[config.mk]
export PLATFORM = sky130hd
export DESIGN_NAME = qos_ctrl_fsm
export DESIGN_NICKNAME = d
export VERILOG_FILES = /design/src/rtl/qos_ctrl_fsm.sv
export SDC_FILE = /design/constraint.sdc
export NUM_CORES = 1
export LEC_CHECK = 0
export CAP_MARGIN = 20
export CORE_ASPECT_RATIO = 0.8
export CORE_UTILIZATION = 36
export CTS_BUF_LIST = sky130_fd_sc_hd__clkbuf_8 sky130_fd_sc_hd__clkbuf_16
export CTS_CLUSTER_SIZE = 30
export DETAILED_ROUTE_END_ITERATION = 12
export GPL_TIMING_DRIVEN = 0
export HOLD_SLACK_MARGIN = 0.06
export PLACE_DENSITY = 0.78
export SYNTH_ARGS = -nofsm -noshare
export SYNTH_HDL_FRONTEND = slang
export SYNTH_SLANG_ARGS = --single-unit
[constraint.sdc]
create_clock -name clk -period 1.6 [get_ports clk]
set_clock_uncertainty 0.1 [all_clocks]
set_input_delay 0.24 -clock clk [delete_from_list [all_inputs] [get_ports clk]]
set_output_delay 0.24 -clock clk [all_outputs]
set_load 0.01 [all_outputs]
[src/rtl/qos_ctrl_fsm.sv]
// qos_ctrl_fsm: QoS control FSM for a bank of NUM_CH FIFOs.
// Sequences RESET -> INIT -> IDLE <-> ACTIVE (and ERROR), latches the
// low/high flow-control thresholds while in INIT, and adds an idle
// hysteresis timer before ACTIVE falls back to IDLE.
// Optional feature macro: QOS_FSM_ERROR_EN -- when defined, a FIFO overflow
// seen in IDLE/ACTIVE sends the FSM to a sticky ERROR state; when undefined,
// overflows are ignored and ERROR is unreachable.
// State is exposed on state_out for observation (RESET=0 INIT=1 IDLE=2
// ACTIVE=3 ERROR=4).
module qos_ctrl_fsm #(
  parameter int NUM_CH   = 10,
  parameter int UMBRAL_W = 4,
  parameter int IDLE_DLY = 2
) (
  input  logic                clk,
  input  logic                reset_L,
  input  logic                init,
  input  logic [NUM_CH-1:0]   empties,
  input  logic [NUM_CH-1:0]   overflows,
  input  logic [UMBRAL_W-1:0] umbral_L_in,
  input  logic [UMBRAL_W-1:0] umbral_H_in,
  output logic                idle_out,
  output logic                active_out,
  output logic                error_out,
  output logic                cfg_err,
  output logic [2:0]          state_out,
  output logic [UMBRAL_W-1:0] umbral_L_out,
  output logic [UMBRAL_W-1:0] umbral_H_out
);

  localparam int CNT_W = $clog2(IDLE_DLY + 1);
  localparam logic [CNT_W-1:0] CNT_LAST = CNT_W'(IDLE_DLY - 1);

  typedef enum logic [2:0] {
    ST_RESET  = 3'd0,
    ST_INIT   = 3'd1,
    ST_IDLE   = 3'd2,
    ST_ACTIVE = 3'd3,
    ST_ERROR  = 3'd4
  } state_t;

  state_t           state;
  state_t           state_nxt;
  logic [CNT_W-1:0] idle_cnt;
  logic [CNT_W-1:0] idle_cnt_nxt;
  logic             all_empty;
  logic             thr_bad;
  logic             ovf_hit;

  assign all_empty = &empties;
  assign thr_bad   = (umbral_L_in > umbral_H_in);
  assign state_out = state;

`ifdef QOS_FSM_ERROR_EN
  assign ovf_hit = |overflows;
`else
  // Overflows have no effect in this build; fold them into a sink signal.
  logic unused_ovf;
  assign unused_ovf = ^overflows;
  assign ovf_hit    = 1'b0;
`endif

  // Next-state and idle-hysteresis counter logic; init overrides everything.
  always_comb begin
    state_nxt    = state;
    idle_cnt_nxt = '0;
    if (init) begin
      state_nxt = ST_INIT;
    end else begin
      case (state)
        ST_RESET:  state_nxt = ST_INIT;
        ST_INIT:   state_nxt = thr_bad ? ST_INIT : ST_IDLE;
        ST_IDLE: begin
          if (ovf_hit)         state_nxt = ST_ERROR;
          else if (!all_empty) state_nxt = ST_ACTIVE;
        end
        ST_ACTIVE: begin
          if (ovf_hit) begin
            state_nxt = ST_ERROR;
          end else if (all_empty) begin
            if (idle_cnt >= CNT_LAST) state_nxt = ST_IDLE;
            else                      idle_cnt_nxt = idle_cnt + CNT_W'(1);
          end
        end
`ifdef QOS_FSM_ERROR_EN
        ST_ERROR:  state_nxt = ST_ERROR;
`else
        ST_ERROR:  state_nxt = ST_INIT;
`endif
        default:   state_nxt = ST_INIT;
      endcase
    end
  end

  // State, counter, registered Moore flags and threshold shadows.
  always_ff @(posedge clk or negedge reset_L) begin
    if (!reset_L) begin
      state        <= ST_RESET;
      idle_cnt     <= '0;
      idle_out     <= 1'b0;
      active_out   <= 1'b0;
      error_out    <= 1'b0;
      cfg_err      <= 1'b0;
      umbral_L_out <= '0;
      umbral_H_out <= '0;
    end else begin
      state      <= state_nxt;
      idle_cnt   <= idle_cnt_nxt;
      idle_out   <= (state_nxt == ST_IDLE);
      active_out <= (state_nxt == ST_ACTIVE);
`ifdef QOS_FSM_ERROR_EN
      error_out  <= (state_nxt == ST_ERROR);
`else
      error_out  <= 1'b0;
`endif
      cfg_err    <= (state_nxt == ST_INIT) && thr_bad;
      // Shadows track the config inputs only while sitting in INIT.
      if (state == ST_INIT) begin
        umbral_L_out <= umbral_L_in;
        umbral_H_out <= umbral_H_in;
      end
    end
  end

endmodule
Yosys cells after proc, flatten, opt, wreduce, memory -nomap -nowiden --
Cells that the tools add are included.
Operators by class: order comparisons 2, reduce and logical (&&, ||, !) cells 2, muxes and demuxes 10, $add $sub $neg 1, equal/unequal tests 6
Operator list (count):
- equality test 3 x 2 -> 1 bit, second input constant | 4
- two-way mux 3 bit | 4
- two-way mux 2 bit | 5
- AND reduction 10 bit | 1
- case mux 3 bit (3 select lines) | 1
- equality test 3 x 1 -> 1 bit, second input constant | 2
- greater-than comparator 4 bit | 1
- adder 2 x 1 -> 2 bit, second input constant | 1
- greater-or-equal comparator 2 x 1 -> 1 bit, second input constant | 1
- logical AND 1 bit | 1
Storage, ports and cells: register bits 16, output and inout bits 15, input port bits 31, word-level logic and storage cells 28

Depth between registers and ports, before layout --
Gate-level depths: netlist of run 1.
word-level depth 7, mapped depth 6, depth with buffers taken out 6

Least setup slack after synthesis of run 1 --
OpenSTA, ideal clock, no wires.
path type register to register, from register state[2] (netlist: state_out[2]), to register umbral_H_out[0], setup slack 206 ps, data required time 1375 ps, period minus slack after synthesis 1394 ps, setup time 125 ps, stages on the path, launching flop included 3, path buffers 0, arrival 1169 ps, path through dfrtp_1 nor3b_4 mux2_2
On the way: longest elaborated chain between the ends 1
Ends and longest elaborated chain:
- start, declared | RTL line 42 | state_t state;
- start signal, assigned | RTL line 107 | state <= state_nxt;
- equality test 3 x 1 -> 1 bit | RTL line 118 | if (state == ST_INIT) begin
- end signal, assigned | RTL line 120 | umbral_H_out <= umbral_H_in;
- end, declared | RTL line 28 | output logic [UMBRAL_W-1:0] umbral_H_out
No other way between the ends. A chain may end at the register's enable or synchronous reset.

Worst setup path after layout of run 1 --
from register state[0] (netlist: state_out[0]), to output port state_out[0]
RTL lines:
- end, declared | RTL line 26 | output logic [2:0] state_out,
No word-level cell between the ends.

==> summary.md, run 1 <==
| Metric | Value |
|---|---|
| Status | finished, final reports clean |
| Number of global-route vias before repair | 571 |
| Post-synth top flop | dfrtp_1 |
| Clock Pin Slew Worst Setup and Hold Paths | ~0.06 ns |
| Leakage | around 0.57 nW |
| Die ar. | 2290 µm² |
| Fillers | 162 |
| Synth-to-Final Area Change | 62.7% |
| Max_cap viols | 0 |
| Crit Path Class | reg2out |
| Gr ovfl total | 0 |
| Routed WL | ~1500 µm |
| Design Area, Final | between 1000 and 1500 µm² |
| GRT Resource Usage Total | 0.148 |
| Die Ht | approximately 43 µm |
| DR vias | about 600 |
| Port Buffers | 34 |
| Core area | slightly below 2000 µm² |
| Pwr dens | approximately 960 nW/µm² |
| CP Launch Point | state_out[0] |
| Reg area | 402 µm² |
| Mapped Area | ~760 µm² |
| Crit-path cells | clkdlybuf4s50_1 |
| Drt drc | 0 |
| Hold-fix buffer count after cts | 0 |
| Ant. Diodes | 0 |
| Fraction of layout cells with a size suffix above 1 | 0.230 |
| Initial antenna violation count | 0 |
| Vias/cell | about 4.8 |
| Initial core utilization | 0.392 |
| Hold_ws | approximately 0.18 ns |
| Worst-margin pin slew | between 0.6 and 0.7 ns |
| CP delay by family, top | buffers and inverters |
| Clk root buf | clkbuf_8 |
| WP data required | 1.26 ns |
| Worst r2r src | state_out[2] |
| Asr flop ratio synth | 1.00 |
| Crit path max-delay cell type | clkdlybuf4s50_1 |
| Number of unique standard cell types used by synthesis | 20 |
| Multi-input gate area | 360 µm² |
| Fin. Hold Viols | 0 |
| Setup crit start kind | register |
| Setup WS post-layout | ~0.048 ns |
| Horiz. Die Dim | about 53 µm |
| Yosys Warn Count | 0 |
| Total power | 1.18 mW |
| CTS tree | yes |
| CTS Sinks | 16 |
| Largest net degree at the start of global routing | 17 |
| Detailed Routing Iterations Pass 1 | 4 |
| EDFF count, synth | 0 |
| Inserted Clock Buffers | 3 |
| Commonest non-fill, non-tap cell in the layout | clkdlybuf4s50_1 |
| Peak Freq | around 640 MHz |
| Placed wire-length estimate | around 1100 µm |
| Post-Synthesis Cells | 61 |
| Stages on worst setup path | 1 |
| Seq/Total Area, Yosys | 0.530 |
| Worst r2r dst | umbral_L_out[2] |
| Crit end category | primary output |
| Post-layout nets | between 100 and 150 |
| Dpl ws | -0.331 ns |
| Avg Cell Area, Syn | about 12 µm² |
| Peak supply drop | 0.807 mV |
| Setup-failing EPs final | 0 |
| Max Buffers Root-to-Sink | 2 |
| RSZ-0062 raised after global routing | false |
| Period utilisation layout | 0.970 |
| Worst path bufs/invs | 1 |
| H-tree levels | 1 |
| Final Non-Filler Cells | 124 |
| R2r worst-path depth | 2 |
| Leading cell types in the layout, fill and taps excluded | clkdlybuf4s50_1, dfrtp_1, mux2_2 |
| Max stage delay on crit path | around 0.56 ns |
| GP Congestion | 0.742 |
| Worst hold path type | in2reg |
| Routed len/inst | about 12 µm |
| Worst Setup EP | state_out[0] |
| Clk_lat worst skew | approximately 0.25 ns |
| I/O pin cnt | 46 |
| FP Rows | 14 |
| Detail Route Antenna Nets | 0 |
| Worst reg2reg setup slack | about 0.11 ns |
| Post-synthesis register bit count | 16 |
| First-pass GRT wire length | ~2400 µm |
| Worst slew margin | 0.532 |
| Arrival time at the worst endpoint | roughly 1.2 ns |
| Critical path peak fanout | 5 |
| DRT iter0 DRCs | 5 |
| Dpl cell area | 1130 µm² |
| Fin. max-slew vios | 0 |
| Clock period minus worst slack | between 1.5 and 2 ns |
| DP Cell Count | 120 |
==> cells in the mapped netlist, types with 2 or more instances <==
library cell | instances | area [µm²]
dfrtp_1 | 16 | 400
mux2_2 | 8 | 90.1
inv_1 | 7 | 26.3
ha_1 | 5 | 62.6
nand2_1 | 4 | 15.0
a21oi_1 | 2 | 10.0
and2_1 | 2 | 12.5
and4_1 | 2 | 17.5
nand4_1 | 2 | 12.5
nor2b_1 | 2 | 12.5
nor3_1 | 2 | 10.0
==> registers in the layout, summed over array words and instances, names as in the netlist <==
register and count:
umbral_H_out 4, umbral_L_out 4, state_out 3, idle_cnt 2, active_out 1, cfg_err 1, idle_out 1
==> per-layer routing <==
layer / part of all wire / global-route usage / wire [µm]
met4: 0.017 / 0.0474 / 26
met5: 0 / 0 / 0
met3: 0.047 / 0.0538 / 72
met2: 0.48 / 0.228 / 739
met1: 0.46 / 0.191 / 706
==> stage by stage <==
| step | util | TNS, ns |
|---|---|---|
| detailed placement | 0.586 | -1.27 |
| finish | 0.638 | 0 |
| floorplan | - | 0 |
| CTS | 0.617 | -0.00785 |
| global route | 0.638 | 0 |
| global placement | 0.586 | -1.21 |
==> logic make-up after synthesis <==
| group | Yosys count | synth area share |
|---|---|---|
| AO/OA/AOI/OAI | 5 | 0.0513 |
| flip-flops | 16 | 0.530 |
| multiplexers | 8 | 0.119 |
| other | 1 | 0.00496 |
| buffers and inverters | 8 | 0.0447 |
| adder cells (fa/ha/maj) | 5 | 0.0828 |
| AND/OR/NAND/NOR | 18 | 0.167 |
==> where the power goes <==
| group | leakage (nW) | internal [mW] | switching, mW |
|---|---|---|---|
| Combinational | 0.351 | 0.213 | 0.118 |
| Clock | 0.0288 | 0.218 | 0.135 |
| Sequential | 0.194 | 0.463 | 0.0340 |
==> worst min-delay path by stage <==
stage	startpoint	slack, ns	to	cells past startpoint
floorplan	reset_L	-0.16	active_out	0
global placement	umbral_L_out[3]	0.39	umbral_L_out[3]	1
detailed placement	umbral_H_out[0]	0.39	umbral_H_out[0]	1
CTS	umbral_H_in[1]	0.29	umbral_H_out[1]	2
global route	umbral_L_in[0]	0.18	umbral_L_out[0]	2
finish	umbral_L_in[0]	0.18	umbral_L_out[0]	2
==> what timing repair did <==
action | CTS | global route
pin swaps | 5 | 4
resized for setup | 3 | 8
buffers inserted | 0 | 0
setup endpoints to repair | 4 | 5
==> area by class of cell <==
| class | instances | area share |
|---|---|---|
| plain buffers | 1 | 0.00610 |
| repair buffers | 34 | 0.284 |
| well taps | 24 | 0.0244 |
| multi-input cells | 38 | 0.293 |
| inverters | 7 | 0.0214 |
| flip-flops and latches | 16 | 0.327 |
| clock buffers | 4 | 0.0448 |
(Power assumes the default switching activity.)
==> run 2: changes to the inputs <==
PLACE_DENSITY = 0.76   (was 0.78)
SLEW_MARGIN = 10   (was unset)
==> run 2 against run 1 <==
  * Critical endpoint is now state_out[1]
  * Die area stayed put
  * Highest routed layer unchanged
  * Cell area grew 1.6%
  * Largest power group unchanged
  * Sequential cell count did not move
  * Critical path depth did not move
  * Final cell count increased by 0.81%
  * Power fell by 0.53%
  * Setup slack gained 0.0047 ns
  * Largest cell class unchanged
  * Via count fell by 3.5%
  * Count of clock-buffer cells in the layout is the same
  * Fmax rose by 0.31%
  * Utilization up 1.0 points
  * Clock power decreased by 3%
==> summary.md, run 2 (same netlist as run 1, synthesis figures left out) <==
| Metric | Value |
|---|---|
| Worst Hold Path Cells | 2 |
| Die Ht | 43.0 µm |
| Fin. Hold Viols | 0 |
| Arrival time at the worst endpoint | approximately 1.2 ns |
| Clk_lat worst skew | around 0.24 ns |
| Worst r2r src | state_out[2] |
| Crit end category | primary output |
| Routed WL | 1560 µm |
| I/O pin cnt | 46 |
| Status | finished, final reports clean |
| Leakage | 0.572 nW |
| DRT iter0 DRCs | 5 |
| Crit Path Class | reg2out |
| Fin. max-slew vios | 0 |
| Horiz. Die Dim | about 53 µm |
| Fraction of layout cells with a size suffix above 1 | 0.257 |
| Routed len/inst | 12.5 µm |
| GP Congestion | just under 0.7 |
| Peak supply drop | just under 1 mV |
| First-pass GRT wire length | between 2000 and 3000 µm |
| Fillers | roughly 150 |
| Pwr dens | approximately 940 nW/µm² |
| FP Rows | 14 |
| CTS Sinks | 16 |
| HP Start | umbral_L_in[0] |
| Ant. Diodes | 0 |
| Crit path max-delay cell type | clkdlybuf4s50_1 |
| Worst hold path type | in2reg |
| Stages on worst setup path | 1 |
| Setup crit start kind | register |
| Inserted Clock Buffers | 3 |
| Placed wire-length estimate | around 1200 µm |
| DR vias | about 580 |
| Number of global-route vias before repair | 602 |
| Die ar. | around 2300 µm² |
| Clock Pin Slew Worst Setup and Hold Paths | 0.06 ns |
| Gr ovfl total | 0 |
| Worst reg2reg setup slack | ~0.12 ns |
| Initial antenna violation count | 0 |
| Worst-margin pin slew | 0.727 ns |
| Max_cap viols | 0 |
| CTS tree | yes |
| Max Buffers Root-to-Sink | 2 |
| H-tree levels | 1 |
| CP delay by family, top | buffers and inverters |
| Clk root buf | clkbuf_8 |
| Synth-to-Final Area Change | 65.4% |
| Period utilisation layout | 0.967 |
| Post-layout nets | 138 |
| Commonest non-fill, non-tap cell in the layout | clkdlybuf4s50_1 |
| Detail Route Antenna Nets | 0 |
| Detailed Routing Iterations Pass 1 | 4 |
| Setup TNS | 0 ns |
| Hold_ws | 0.183 ns |
| Worst slew margin | 0.514 |
| GRT Resource Usage Total | 0.167 |
| Hold EP | umbral_L_out[0] |
| Worst path bufs/invs | 1 |
| Core area | just under 2000 µm² |
| WP data required | 1.26 ns |
| Port Buffers | 34 |
| Drt drc | 0 |
| Worst r2r dst | umbral_H_out[0] |
| Largest net degree at the start of global routing | 17 |
| RSZ-0062 raised after global routing | false |
| R2r worst-path depth | 2 |
| Reg area | about 400 µm² |
| Peak Freq | 646 MHz |
| Crit-path cells | clkdlybuf4s50_1 |
| Initial core utilization | 0.392 |
| Critical path peak fanout | 3 |
| Vias/cell | about 4.6 |
| Leading cell types in the layout, fill and taps excluded | clkdlybuf4s50_1, dfrtp_1, mux2_2 |
| Max stage delay on crit path | between 0.5 and 0.6 ns |
| Clock period minus worst slack | 1.55 ns |
| Setup-failing EPs final | 0 |
| Multi-input gate area | 373 µm² |
## run 2: worst reg2reg max path: stages, from the launching register on
cell and delay, ns:
dfrtp_2 0.44, nor3b_4 0.43, mux2_2 0.39
## run 2: worst max-delay path by stage
| stage | startpoint | end | slack, ns |
|---|---|---|---|
| after floorplan | state_out[2] | umbral_H_out[0] | 0.21 |
| after global placement | umbral_H_in[1] | idle_out | -0.30 |
| after detailed placement | umbral_H_in[3] | active_out | -0.31 |
| after CTS | umbral_H_in[1] | idle_out | 0.007 |
| after global routing | umbral_H_in[3] | idle_out | 0.02 |
| final | state_out[1] | state_out[1] | 0.05 |
## run 2: report_power, final
part	internal [mW]	switching (mW)	leakage (nW)
clock	0.218	0.123	0.0288
combinational	0.218	0.121	0.349
sequential	0.463	0.0320	0.194
## run 2: cell type report
type | instances | area share
plain buffers | 1 | 0.00601
clock buffers | 4 | 0.0440
inverters | 7 | 0.0210
multi-input cells | 38 | 0.298
flip-flops and latches | 16 | 0.321
well taps | 24 | 0.0240
repair buffers | 35 | 0.285
## run 2: what timing repair did
| item | 4_1_cts | 5_1_grt |
|---|---|---|
| setup buffers | 0 | 1 |
| endpoints found under the setup margin | 4 | 5 |
| gates cloned | 0 | 0 |
| resized for setup | 7 | 6 |
| pin swaps | 3 | 4 |
| hold buffers | 0 | 0 |
## run 2: metal layers
layer | track usage | wire (µm) | vias up
li1 | - | - | 291
met1 | 0.207 | 660 | 271
met2 | 0.263 | 822 | 12
met3 | 0.0609 | 53 | 2
met4 | 0.0632 | 21 | 0
met5 | 0 | 0 | -
## run 2: through the flow
step           instances  setup slack (ns)  utilization  area (µm²)  power (mW)
2_1_floorplan         62             0.206            -         759       0.629
5_1_grt              125            0.0184        0.649        1250        1.24
3_3_place_gp         120            -0.298        0.586        1130       0.818
4_1_cts              124           0.00672        0.633        1220        1.19
3_5_place_dp         120            -0.315        0.586        1130       0.828
6_report             125            0.0527        0.649        1250        1.17
==> run 3: changes to the inputs <==
HOLD_SLACK_MARGIN = unset   (was 0.06)
==> results of run 3 <==
Final layout, timing and power as in run 2 (identical DEF).
